[src/rtl/adpll_tdc_pkg.sv]
// Shared definitions for the ADPLL TDC decoder slice:
//   - calibration FSM state type
//   - default geometry constants
//   - accumulator sizing helper
package adpll_tdc_pkg;

    // state | meaning
    // CAL   | collecting half-period samples, tdc_half_period not yet valid
    // RUN   | average published, holding until recal
    typedef enum logic {
        CAL = 1'b0,
        RUN = 1'b1
    } cal_state_e;

    localparam int DEF_TAPS     = 32;
    localparam int DEF_CAL_LOG2 = 4;

    // The sum of 2^cal_log2 samples, each at most 2^(idx_w+1)-1, fits without overflow.
    function automatic int acc_width(input int idx_w, input int cal_log2);
        return idx_w + 1 + cal_log2;
    endfunction

endpackage

[src/rtl/adpll_tdc_edge_find.sv]
// Combinational priority search for the first transition of one polarity
// in a thermometer vector. RISING=1 looks for 0->1, RISING=0 for 1->0.
// The index returned is the position of the upper tap of the pair; it is 0
// when no transition exists.
module adpll_tdc_edge_find
    import adpll_tdc_pkg::*;
#(
    parameter int TAPS   = DEF_TAPS,
    parameter int IDX_W  = $clog2(TAPS),
    parameter bit RISING = 1'b1
) (
    input  logic [TAPS-1:0]  vec,
    output logic [IDX_W-1:0] idx,
    output logic             found
);

    // Scan from the top down so that the lowest matching tap wins.
    always_comb begin
        idx   = '0;
        found = 1'b0;
        for (int i = TAPS - 1; i >= 1; i--) begin
            if (RISING ? (!vec[i-1] && vec[i]) : (vec[i-1] && !vec[i])) begin
                idx   = IDX_W'(i);
                found = 1'b1;
            end
        end
    end

endmodule

[src/rtl/adpll_tdc_decoder.sv]
// Thermometer-to-binary decoder for the ADPLL TDC.
// Pipeline: S0 capture -> [S1 bubble majority filter] -> S2 edge search/output.
// A calibration FSM averages |fall - rise| over 2^CAL_LOG2 samples to give
// the DCO half-period in taps.
// Build option: TDC_BUBBLE_FIX_EN enables the S1 majority filter
// (latency 3); without it S2 works directly on the captured snapshot (latency 2).
module adpll_tdc_decoder
    import adpll_tdc_pkg::*;
#(
    parameter int TAPS     = DEF_TAPS,
    parameter int IDX_W    = $clog2(TAPS),
    parameter int CAL_LOG2 = DEF_CAL_LOG2
) (
    input  logic             clk,
    input  logic             rst_n,
    input  logic             sample_en,
    input  logic [TAPS-1:0]  tdc_therm,
    input  logic             recal,
    output logic             tdc_valid,
    output logic [IDX_W-1:0] tdc_rise,
    output logic [IDX_W-1:0] tdc_fall,
    output logic             tdc_err,
    output logic [IDX_W:0]   tdc_half_period,
    output logic             cal_done
);

    localparam int ACC_W = acc_width(IDX_W, CAL_LOG2);

    logic [TAPS-1:0]     r_s0;
    logic                r_v0;
    logic [TAPS-1:0]     w_edge_vec;
    logic                w_edge_v;
    logic [IDX_W-1:0]    w_rise_idx;
    logic [IDX_W-1:0]    w_fall_idx;
    logic                w_rise_found;
    logic                w_fall_found;
    logic                r_fall_found;
    logic [IDX_W:0]      w_hp;
    logic                w_hp_sample;

    cal_state_e          r_state;
    cal_state_e          w_state_nxt;
    logic [ACC_W-1:0]    r_acc;
    logic [ACC_W-1:0]    w_acc_nxt;
    logic [ACC_W-1:0]    w_sum;
    logic [CAL_LOG2-1:0] r_cnt;
    logic [CAL_LOG2-1:0] w_cnt_nxt;
    logic [IDX_W:0]      w_half_nxt;
    logic                w_done_nxt;

    // S0: capture the snapshot on sample_en; the snapshot register holds otherwise.
    always_ff @(posedge clk or negedge rst_n) begin
        if (!rst_n) begin
            r_s0 <= '0;
            r_v0 <= 1'b0;
        end else begin
            r_v0 <= sample_en;
            if (sample_en) begin
                r_s0 <= tdc_therm;
            end
        end
    end

`ifdef TDC_BUBBLE_FIX_EN
    logic [TAPS-1:0] r_s1;
    logic            r_v1;
    logic [TAPS-1:0] w_below;
    logic [TAPS-1:0] w_above;
    logic [TAPS-1:0] w_maj;

    // Neighbour vectors with the end taps replicated, so the filter never
    // invents an edge at the array boundaries.
    assign w_below = {r_s0[TAPS-2:0], r_s0[0]};
    assign w_above = {r_s0[TAPS-1], r_s0[TAPS-1:1]};
    assign w_maj   = (w_below & r_s0) | (w_below & w_above) | (r_s0 & w_above);

    // S1: register the majority-filtered snapshot.
    always_ff @(posedge clk or negedge rst_n) begin
        if (!rst_n) begin
            r_s1 <= '0;
            r_v1 <= 1'b0;
        end else begin
            r_v1 <= r_v0;
            if (r_v0) begin
                r_s1 <= w_maj;
            end
        end
    end

    assign w_edge_vec = r_s1;
    assign w_edge_v   = r_v1;
`else
    assign w_edge_vec = r_s0;
    assign w_edge_v   = r_v0;
`endif

    adpll_tdc_edge_find #(
        .TAPS   (TAPS),
        .IDX_W  (IDX_W),
        .RISING (1'b1)
    ) u_rise (
        .vec   (w_edge_vec),
        .idx   (w_rise_idx),
        .found (w_rise_found)
    );

    adpll_tdc_edge_find #(
        .TAPS   (TAPS),
        .IDX_W  (IDX_W),
        .RISING (1'b0)
    ) u_fall (
        .vec   (w_edge_vec),
        .idx   (w_fall_idx),
        .found (w_fall_found)
    );

    // S2: publish edge indices; they hold between valid pulses.
    always_ff @(posedge clk or negedge rst_n) begin
        if (!rst_n) begin
            tdc_valid    <= 1'b0;
            tdc_rise     <= '0;
            tdc_fall     <= '0;
            tdc_err      <= 1'b0;
            r_fall_found <= 1'b0;
        end else begin
            tdc_valid <= w_edge_v;
            if (w_edge_v) begin
                tdc_rise     <= w_rise_idx;
                tdc_fall     <= w_fall_idx;
                tdc_err      <= !w_rise_found;
                r_fall_found <= w_fall_found;
            end
        end
    end

    // Half-period candidate from the published edges; only usable when both
    // edges were found and they differ.
    assign w_hp        = (tdc_fall >= tdc_rise) ? {1'b0, tdc_fall - tdc_rise}
                                                : {1'b0, tdc_rise - tdc_fall};
    assign w_hp_sample = tdc_valid && !tdc_err && r_fall_found && (w_hp != '0);
    assign w_sum       = r_acc + ACC_W'(w_hp);

    // Calibration FSM next-state: recal wins over a coincident sample.
    always_comb begin
        w_state_nxt = r_state;
        w_acc_nxt   = r_acc;
        w_cnt_nxt   = r_cnt;
        w_half_nxt  = tdc_half_period;
        w_done_nxt  = cal_done;
        case (r_state)
            CAL: begin
                if (recal) begin
                    w_acc_nxt = '0;
                    w_cnt_nxt = '0;
                end else if (w_hp_sample) begin
                    if (r_cnt == {CAL_LOG2{1'b1}}) begin
                        w_half_nxt  = w_sum[ACC_W-1:CAL_LOG2];
                        w_done_nxt  = 1'b1;
                        w_acc_nxt   = '0;
                        w_cnt_nxt   = '0;
                        w_state_nxt = RUN;
                    end else begin
                        w_acc_nxt = w_sum;
                        w_cnt_nxt = r_cnt + 1'b1;
                    end
                end
            end
            RUN: begin
                if (recal) begin
                    w_acc_nxt   = '0;
                    w_cnt_nxt   = '0;
                    w_done_nxt  = 1'b0;
                    w_state_nxt = CAL;
                end
            end
            default: begin
                w_state_nxt = CAL;
                w_acc_nxt   = '0;
                w_cnt_nxt   = '0;
                w_done_nxt  = 1'b0;
            end
        endcase
    end

    // Calibration FSM state and result registers.
    always_ff @(posedge clk or negedge rst_n) begin
        if (!rst_n) begin
            r_state         <= CAL;
            r_acc           <= '0;
            r_cnt           <= '0;
            tdc_half_period <= '0;
            cal_done        <= 1'b0;
        end else begin
            r_state         <= w_state_nxt;
            r_acc           <= w_acc_nxt;
            r_cnt           <= w_cnt_nxt;
            tdc_half_period <= w_half_nxt;
            cal_done        <= w_done_nxt;
        end
    end

endmodule

[config.mk]
export PLATFORM = sky130hd
export DESIGN_NAME = adpll_tdc_decoder
export DESIGN_NICKNAME = d
export VERILOG_FILES = /design/src/rtl/adpll_tdc_pkg.sv /design/src/rtl/adpll_tdc_edge_find.sv /design/src/rtl/adpll_tdc_decoder.sv
export SDC_FILE = /design/constraint.sdc
export NUM_CORES = 1
export LEC_CHECK = 0
export ABC_AREA = 0
export BUFFER_PORTS_ARGS = -buffer_cell sky130_fd_sc_hd__clkbuf_2
export CORE_MARGIN = 2
export CORE_UTILIZATION = 46
export CTS_CLUSTER_SIZE = 20
export DETAILED_ROUTE_END_ITERATION = 8
export GPL_ROUTABILITY_DRIVEN = 1
export PLACE_DENSITY = 0.62
export SLEW_MARGIN = 30
export SYNTH_ARGS = -nofsm -noshare
export SYNTH_HDL_FRONTEND = slang
export SYNTH_SLANG_ARGS = --single-unit
[constraint.sdc]
create_clock -name clk -period 3.95 [get_ports clk]
set_input_delay 0.9875 -clock clk [delete_from_list [all_inputs] [get_ports clk]]
set_output_delay 0.9875 -clock clk [all_outputs]
set_load 0.05 [all_outputs]
* Yosys cells after proc, flatten, opt, wreduce, memory -nomap -nowiden
Index checks and enable logic that the tools add are counted.
** Storage, ports and cells
- Register bits :: 68
- Input bits :: 36
- Output and inout bits :: 19
- Word-level logic and storage cells :: 273
** Operators by class
- Add/subtract/negate cells :: 4
- Order comparisons :: 1
- Equality and inequality tests :: 6
- Muxes and demuxes :: 145
- Bitwise operators :: 2
- Reductions and logical operators :: 103
** Operator list (number)
- 5-bit two-way mux :: 63
- 1-bit two-way mux :: 70
- 1-bit logical AND :: 65
- 10-bit two-way mux :: 4
- 1-bit logical NOT :: 34
- 10-bit case mux with 2 select lines :: 1
- 4-bit two-way mux :: 4
- 10-bit by 5-bit adder with 10-bit output :: 1
- 5-bit subtractor :: 2
- 2-bit != test, second input constant :: 4
- 4-bit case mux with 2 select lines :: 1
- 4-bit AND reduction :: 2
- 6-bit nonzero test :: 1
- 5-bit >= comparator :: 1
- 4-bit by 1-bit adder with 4-bit output, second input constant :: 1
- 4-bit == test, second input constant :: 1
- 1-bit case mux with 2 select lines :: 2
- 3-bit != test, second input constant :: 1
- 1-bit inverter :: 2
- 2-bit AND reduction :: 1

* Longest topological paths before layout
Gate-level depths: netlist (run 1).
- Depth after elaboration :: 34
- Mapped depth :: 16

* Modules after synthesis
From an unflattened synthesis (run 1), not the netlist that was laid out.
** Unflattened totals
- Cells, all modules :: 526
- Area, all modules :: 4927.2 µm²
** Modules (own cells, without submodules)
- adpll_tdc_decoder :: instances 1, cells each 313, area an instance 3618.5 µm²
- adpll_tdc_edge_find at u_fall :: instances 1, cells each 106, area an instance 654.4 µm²
- adpll_tdc_edge_find at u_rise :: instances 1, cells each 107, area an instance 654.4 µm²

* Worst setup path before layout (run 1)
OpenSTA, ideal clock, no wires.
- Path kind :: reg-to-reg
- Start :: reg tdc_rise[2]
- End :: reg tdc_half_period[2]
- Setup time :: 0.125 ns
- Data arrival time :: 3.389 ns
- Data required time :: 3.825 ns
- Path slack :: 0.436 ns
- Stages on the path, launching flop included :: 17
- Clock period less this slack :: 3.514 ns
- Path through :: dfrtp_1 -> inv_1 -> ha_1 -> buf_6 -> a21oi_4 -> o21a_1 -> o21ai_0 -> nor3_1 -> nor2_1 -> ha_1 -> nor2b_1 -> o21a_1 -> o21a_1 -> o21ai_0 -> or2_2 -> nand2_1 -> mux2_2
** Between the ends
- Longest elaborated chain between the ends :: 5
** Ends and longest elaborated chain
- start, declared :: line adpll_tdc_decoder.sv:20 : output logic [IDX_W-1:0] tdc_rise,
- start signal, assigned :: line adpll_tdc_decoder.sv:128 : tdc_rise <= w_rise_idx;
- 5-bit subtractor, or another cell as far along :: line adpll_tdc_decoder.sv:139 : : {1'b0, tdc_rise - tdc_fall};
- 5-bit two-way mux * :: line adpll_tdc_decoder.sv:138 : assign w_hp = (tdc_fall >= tdc_rise) ? {1'b0, tdc_fall - tdc_rise}
- parallel branches: the longest is 3 deep, another holds 10-bit by 5-bit adder with 10-bit output
- end signal, assigned :: line adpll_tdc_decoder.sv:197 : tdc_half_period <= w_half_nxt;
- end, declared :: line adpll_tdc_decoder.sv:23 : output logic [IDX_W:0] tdc_half_period,
Mark *: on every way between the ends.
A chain may end at the register's enable or synchronous reset.

* Worst setup path after layout (run 1)
Same ends and word-level chain as after synthesis.

==> flow_summary_export.csv, run 1 <==
group,metric,value,unit
job,cap_violations,0,
grt,grt_pass1_wl,19.3,mm
synth,synth.most_common_cell,"dfrtp_1",
critical_path,cpPeakStageDelay,0.47,ns
synth,synth_flop_cell,"dfrtp_1",
drt,drcViolationCount,0,
critical_path,critPathTopFamily,"compound AO/OA/AOI/OAI gates",
drt,detail-route-antenna-nets,0,
drt,first_pass_iters,5,
critical_path,crit_chain,"inv_1, ha_1, nand2_2, o21ai_2, a31oi_1, nor3_1, nor2_1, ha_1, nor2b_1, o21a_1, o21a_1, o21ai_0, or2_2, nand2_1, mux2_2",
drt,drt_iter0_markers,261,
power_and_ir_drop,p_switching,1.07,mW
critical_path,critical_path_arrival,3.76,ns
synth,avgSynthCellArea,8.58,µm²
final_layout,synthToLayoutAreaGrowth,11.5,%
sta,tns,0,ns
clock_network,clkLatencyLatePin,0.35,ns
synth,postSynthNetCount,609,
critical_path,critical_path_class,"flip-flop to flip-flop",
drt,wl_met3,455,µm
critical_path,worst_setup_path_end_kind,"flip-flop",
sta,clock.fmax,283,MHz
floorplanning,io_pins,55,
sta,drv_slew,0,
placed_design,pre_cts_slack,0.433,ns
clock_network,cts_hold_buffers,0,
synth,yosys_warnings,0,
synth,yosysTopAreaCellShare,35.8,%
power_and_ir_drop,p_leak,2.43,nW
grt,grt_pass1_vias,3984,
clock_network,numCtsBuffers,9,
critical_path,critPathMaxFanout,8,
synth,yosysTopAreaCell,"dfrtp_1",
synth,syn_area,0.00476,mm²
final_layout,nFillCells,987,
clock_network,cts-htree-levels,3,
min_path,hp-class,"flip-flop to flip-flop",
floorplanning,start_util,46.7,%
placed_design,portBuffers,54,
drt,highest_layer,"met4",
clock_network,clk_pin_slew_worst_paths,0.08,ns
power_and_ir_drop,sw_frac_of_total,40.9,%
grt,antenna_found_initial,0,
sta,fin_crit_sh,89.3,%
synth,seq_area_frac_synth,35.8,%
sta,clock_skew,0.0213,ns
clock_network,root_buffer,"clkbuf_8",
power_and_ir_drop,intPower,1.55,mW
clock_network,clockBufferDepth,2,
power_and_ir_drop,ir_worst_vdd,0.169,mV
clock_network,cts.sinks,68,
power_and_ir_drop,power.share.clock,22.8,%
sta,max_slew.worst_pin.slew,0.811,ns
grt,gr-usage-all-layers,21.6,%
synth,ys_seq_elements,68,
final_layout,diodes,0,
final_layout,layout-drive-gt1-share,19.1,%
drt,viasPerCell,5.65,
power_and_ir_drop,p_per_area,495,mW/mm²
sta,finalSetupViolCount,0,
synth,synth_edf_count,0,
drt,routed_wire_length_per_instance,15.7,µm
sta,min_period,3.53,ns
final_layout,nNetsFinal,650,
floorplanning,die_w,106,µm
floorplanning,num_rows,37,
final_layout,multi_input_area,0.00280,mm²
synth,async_flop_share,100,%
drt,vias,4164,
critical_path,required,4.19,ns
drt,wl_met2,5.58,mm
floorplanning,die_y,106,µm
status,outcome,"complete, no violations",
power_and_ir_drop,combPwrFrac,43.6,%
grt,grt_overflow,0,
sta,final-hold-violation-count,0,
synth,postSynthCellCount,555,
synth,ys_types,77,
sta,fin_ws,0.422,ns
clock_network,cts_resized,0,
floorplanning,dieArea,0.0112,mm²
critical_path,slowest_stage,"ha_1",
floorplanning,core_area,0.0102,mm²
synth,netlist_top_cells_count,"dfrtp_1 (68), nand2_1 (53), o21ai_0 (52), inv_1 (40), nor2_1 (39)",
clock_network,cts_tree,"done",
critical_path,crit_buf_inv,1,
critical_path,cp-start-kind,"flip-flop",
clock_network,cts_setup_buffers,0,
grt,grt_max_degree,51,
power_and_ir_drop,seqPwrFrac,33.6,%
placed_design,dpl.hpwl,8.76,mm
synth,yosys-top-cells-area,"dfrtp_1 (36%), o21ai_0 (5.5%), mux2_2 (5.0%), nand2_1 (4.2%), ha_1 (3.9%)",
sta,grt_setup_unrepaired,"false",
drt,wl_met1,5.34,mm
final_layout,seq_area,0.00170,mm²
sta,slew_headroom,45.9,%
drt,wirelength,11.6,mm
placed_design,globalplace.congestion,0.864,
per-layer routing:
layer / track usage, % / vias to the layer above
met4: 6.86 / 0
li1: - / 2069
met5: 0 / -
met3: 3.53 / 16
met1: 29.5 / 1981
met2: 35.1 / 98
final timing paths:
check	slack, ns	cells past startpoint	start	endpoint
max reg2reg	0.42	15	tdc_rise[2]	tdc_half_period[2]
min reg2reg	0.51	1	tdc_half_period[3]	tdc_half_period[3]
min in group asynchronous	0.64	1	rst_n	tdc_rise[0]
max	0.42	15	tdc_rise[2]	tdc_half_period[2]
min	0.51	1	tdc_half_period[3]	tdc_half_period[3]
max in group asynchronous	2.69	2	rst_n	r_s0[24]
placed cells by master, fill, tap and decap left out, types with 9 or more instances in the layout:
| cell type | synthesis | final |
|---|---|---|
| mux2_2 | 21 | 21 |
| nor2_1 | 39 | 39 |
| nand2b_1 | 28 | 28 |
| nand2_1 | 53 | 53 |
| a21oi_1 | 32 | 32 |
| o32ai_1 | 9 | 9 |
| nor2b_1 | 21 | 21 |
| clkbuf_2 | 1 | 52 |
| a211oi_1 | 9 | 9 |
| dfrtp_1 | 68 | 68 |
| ha_1 | 15 | 15 |
| inv_1 | 40 | 40 |
| clkbuf_8 | 0 | 10 |
| o21ai_0 | 52 | 52 |
| nand3_1 | 10 | 10 |
flip-flops by register name, indices dropped and copies added, names as in the netlist:
register,cells
r_acc,10
r_v0,1
r_fall_found,1
tdc_rise,5
r_s0,32
tdc_err,1
r_cnt,4
tdc_valid,1
tdc_fall,5
tdc_half_period,6
cal_done,1
r_state,1
layout make-up:
cell class	instances	area share [%]
Clock inverter	5	1.13
Tap cell	136	3.21
Sequential cell	68	32.1
Inverter	40	2.83
Timing Repair Buffer	56	5.42
Multi-Input combinational cell	421	52.7
Clock buffer	11	2.66
per-stage QoR:
step | cells | hold slack [ns] | power [mW] | util, % | instance area [µm²]
final | 737 | 0.513 | 2.63 | 52.1 | 5310
after global routing | 737 | 0.518 | 2.82 | 52.1 | 5310
after detailed placement | 721 | 0.494 | 2.03 | 50.1 | 5100
after global placement | 721 | 0.491 | 2.02 | 50.1 | 5100
after floorplan | 555 | 0.352 | 1.78 | - | 4760
after CTS | 737 | 0.512 | 2.64 | 52.1 | 5310
cell families after synthesis:
| group | Yosys count | synth area share (%) |
|---|---|---|
| xor+xnor | 4 | 0.736 |
| compound gates | 178 | 25.7 |
| flops | 68 | 35.8 |
| fa+ha+maj | 18 | 5.21 |
| mux | 28 | 6.68 |
| buf+inv | 66 | 5.52 |
| simple gates | 193 | 20.4 |
power groups by stage:
stage / Sequential [mW] / Combinational [mW] / Clock, mW
finish: 0.884 / 1.14 / 0.600
global route: 0.901 / 1.28 / 0.641
CTS: 0.882 / 1.15 / 0.615
detailed placement: 0.895 / 1.14 / 0
global placement: 0.890 / 1.13 / 0
floorplan: 0.906 / 0.871 / 0
Power figures use the tool's default switching activity.
==> run 2, diff against run 1 <==
--- a/config.mk
+++ b/config.mk
@@ -12,6 +12,7 @@
 export CTS_CLUSTER_SIZE = 20
 export DETAILED_ROUTE_END_ITERATION = 8
 export GPL_ROUTABILITY_DRIVEN = 1
+export MAX_ROUTING_LAYER = met4
 export PLACE_DENSITY = 0.62
 export SLEW_MARGIN = 30
 export SYNTH_ARGS = -nofsm -noshare
==> run 2 against run 1 <==
Fmax grew 0.68%. Wire length shrank 0.70%. Sequential cell count is the same. Sequential share of layout area shrank 0.20 points. Clock power grew 13%. Cell count is the same. Non-clock buffer count is the same. Total power grew 2.9%. Critical path depth is the same. Clock-buffer cell count is the same. First-iteration DRC count shrank 26%. Clock skew shrank 0.0090 ns. Critical path type unchanged. Highest routed layer unchanged.
==> flow_summary_export.csv, run 2 (synthesis results as in run 1) <==
group,metric,value,unit
status,outcome,"complete, no violations",
sta,clock_skew,0.0123,ns
floorplanning,num_rows,37,
placed_design,globalplace.congestion,0.876,
grt,grt_overflow,0,
floorplanning,dieArea,0.0112,mm²
critical_path,cp-start-kind,"flip-flop",
placed_design,portBuffers,54,
grt,gr-usage-all-layers,22.7,%
drt,drcViolationCount,0,
floorplanning,die_y,106,µm
power_and_ir_drop,ir_worst_vdd,0.240,mV
placed_design,dpl.hpwl,8.72,mm
drt,wl_met1,5.30,mm
final_layout,nNetsFinal,650,
critical_path,cp-endpoint,"tdc_half_period[2]",
grt,grt_max_degree,51,
drt,drt_iter0_markers,193,
clock_network,clk_pin_slew_worst_paths,0.08,ns
drt,routed_wire_length_per_instance,15.6,µm
final_layout,final_cell_mix,"dfrtp_1 (68), nand2_1 (53), o21ai_0 (52), clkbuf_2 (52), inv_1 (40)",
drt,highest_layer,"met4",
drt,wl_met2,5.44,mm
job,cap_violations,0,
floorplanning,io_pins,55,
clock_network,root_buffer,"clkbuf_8",
sta,whs,0.516,ns
drt,detail-route-antenna-nets,0,
clock_network,numCtsBuffers,9,
clock_network,cts.sinks,68,
critical_path,critical_path_arrival,3.74,ns
sta,clock.fmax,285,MHz
floorplanning,core_area,0.0102,mm²
clock_network,cts_tree,"done",
sta,finalSetupViolCount,0,
final_layout,diodes,0,
power_and_ir_drop,p_per_area,506,mW/mm²
sta,max_slew.worst_pin.slew,0.837,ns
critical_path,reg2reg_to,"tdc_half_period[2]",
drt,wirelength,11.5,mm
critical_path,critPathLaunch,"tdc_rise[2]",
final_layout,largest_reg_flops,32,
sta,grt_setup_unrepaired,"false",
final_layout,layout-drive-gt1-share,19.3,%
drt,vias,4223,
clock_network,cts_resized,0,
grt,grt_pass1_wl,20.0,mm
sta,final-hold-violation-count,0,
grt,antenna_found_initial,0,
grt,grt_pass1_vias,4065,
clock_network,clockBufferDepth,2,
critical_path,worst_setup_path_end_kind,"flip-flop",
final_layout,synthToLayoutAreaGrowth,12.2,%
sta,fin_crit_sh,88.7,%
sta,min_period,3.50,ns
final_layout,top_regs,"r_s0: 32 flops, r_acc: 10 flops, tdc_half_period: 6 flops",
drt,first_pass_iters,5,
drt,wl_met3,538,µm
final_layout,fin_area,0.00534,mm²
drt,viasPerCell,5.73,
clock_network,cts_setup_buffers,0,
critical_path,critical_path_class,"flip-flop to flip-flop",
critical_path,critPathMaxFanout,8,
final_layout,seq_area,0.00170,mm²
final_layout,nFillCells,1002,
critical_path,reg2reg_from,"tdc_rise[2]",
min_path,hp-class,"flip-flop to flip-flop",
critical_path,required,4.19,ns
floorplanning,die_w,106,µm
sta,tns,0,ns
clock_network,cts_hold_buffers,0,
sta,slew_headroom,44.2,%
power_and_ir_drop,p_leak,2.45,nW
final_layout,top_register,"r_s0",
placed_design,place_area,0.00510,mm²
critical_path,rrSetupSlack,0.45,ns
final_layout,multi_input_area,0.00280,mm²
sta,drv_slew,0,
final_layout,final_common_cell,"dfrtp_1",
clock_network,cts-htree-levels,3,
critical_path,ff2ff_path_depth,15,
floorplanning,start_util,46.7,%
clock_network,clkLatencyLatePin,0.35,ns
[run 2: cell types whose count changed in the layout (fill, tap and decap cells not counted)]
cell | previous run | this run
bufinv_16 | 1 | 2
clkbuf_1 | 1 | 0
clkbuf_8 | 10 | 11
clkinvlp_4 | 1 | 0
[run 2: per-stage QoR]
stage / instances / worst slack, ns / total power [mW] / utilization (%)
final: 737 / 0.446 / 2.70 / 52.4
after global routing: 737 / 0.148 / 2.92 / 52.4
after CTS: 737 / 0.425 / 2.72 / 52.4
after detailed placement: 721 / 0.420 / 2.04 / 50.1
after global placement: 721 / 0.500 / 2.02 / 50.1
after floorplan: 555 / 0.436 / 1.78 / -
[run 2: area by class of cell]
class,instances,share of cell area (%)
Clock inverter,5,1.55
Timing Repair Buffer,56,5.39
Sequential cell,68,31.9
Multi-Input combinational cell,421,52.4
Tap cell,136,3.19
Clock buffer,11,2.84
Inverter,40,2.81
[run 2: report_power, final]
group	switching, mW	leakage [nW]	total (mW)	internal (mW)
Combinational	0.678	1.48	1.15	0.469
Sequential	0.108	0.856	0.882	0.774
Clock	0.283	0.120	0.675	0.392
[run 2: how the worst min path moves through the flow]
| stage | endpoint | slack (ns) | start | depth (start not counted) |
|---|---|---|---|---|
| detailed placement | tdc_half_period[2] | 0.50 | tdc_half_period[2] | 1 |
| global route | tdc_half_period[3] | 0.53 | tdc_half_period[3] | 1 |
| finish | tdc_half_period[3] | 0.52 | tdc_half_period[3] | 1 |
| CTS | tdc_half_period[3] | 0.52 | tdc_half_period[3] | 1 |
| global placement | tdc_half_period[1] | 0.49 | tdc_half_period[1] | 1 |
| floorplan | tdc_valid | 0.35 | r_v0 | 0 |
[run 2: metal layers]
layer  global-route usage, %  vias up
met5                       -        -
met4                    6.95        0
met3                    3.53       21
met2                    35.9      117
met1                    30.3     2017
li1                        -     2068
[run 2: critical path: stages (launching register included)]
cell     delay [ns]
dfrtp_1        0.37
inv_1          0.08
ha_1           0.47
nand2_2        0.11
o21ai_2        0.21
a31oi_1        0.13
nor3_1         0.36
nor2_1         0.10
ha_1           0.32
nor2b_1        0.16
o21a_1         0.18
o21a_1         0.19
o21ai_0        0.24
or2_2          0.17
nand2_1        0.05
mux2_2         0.25
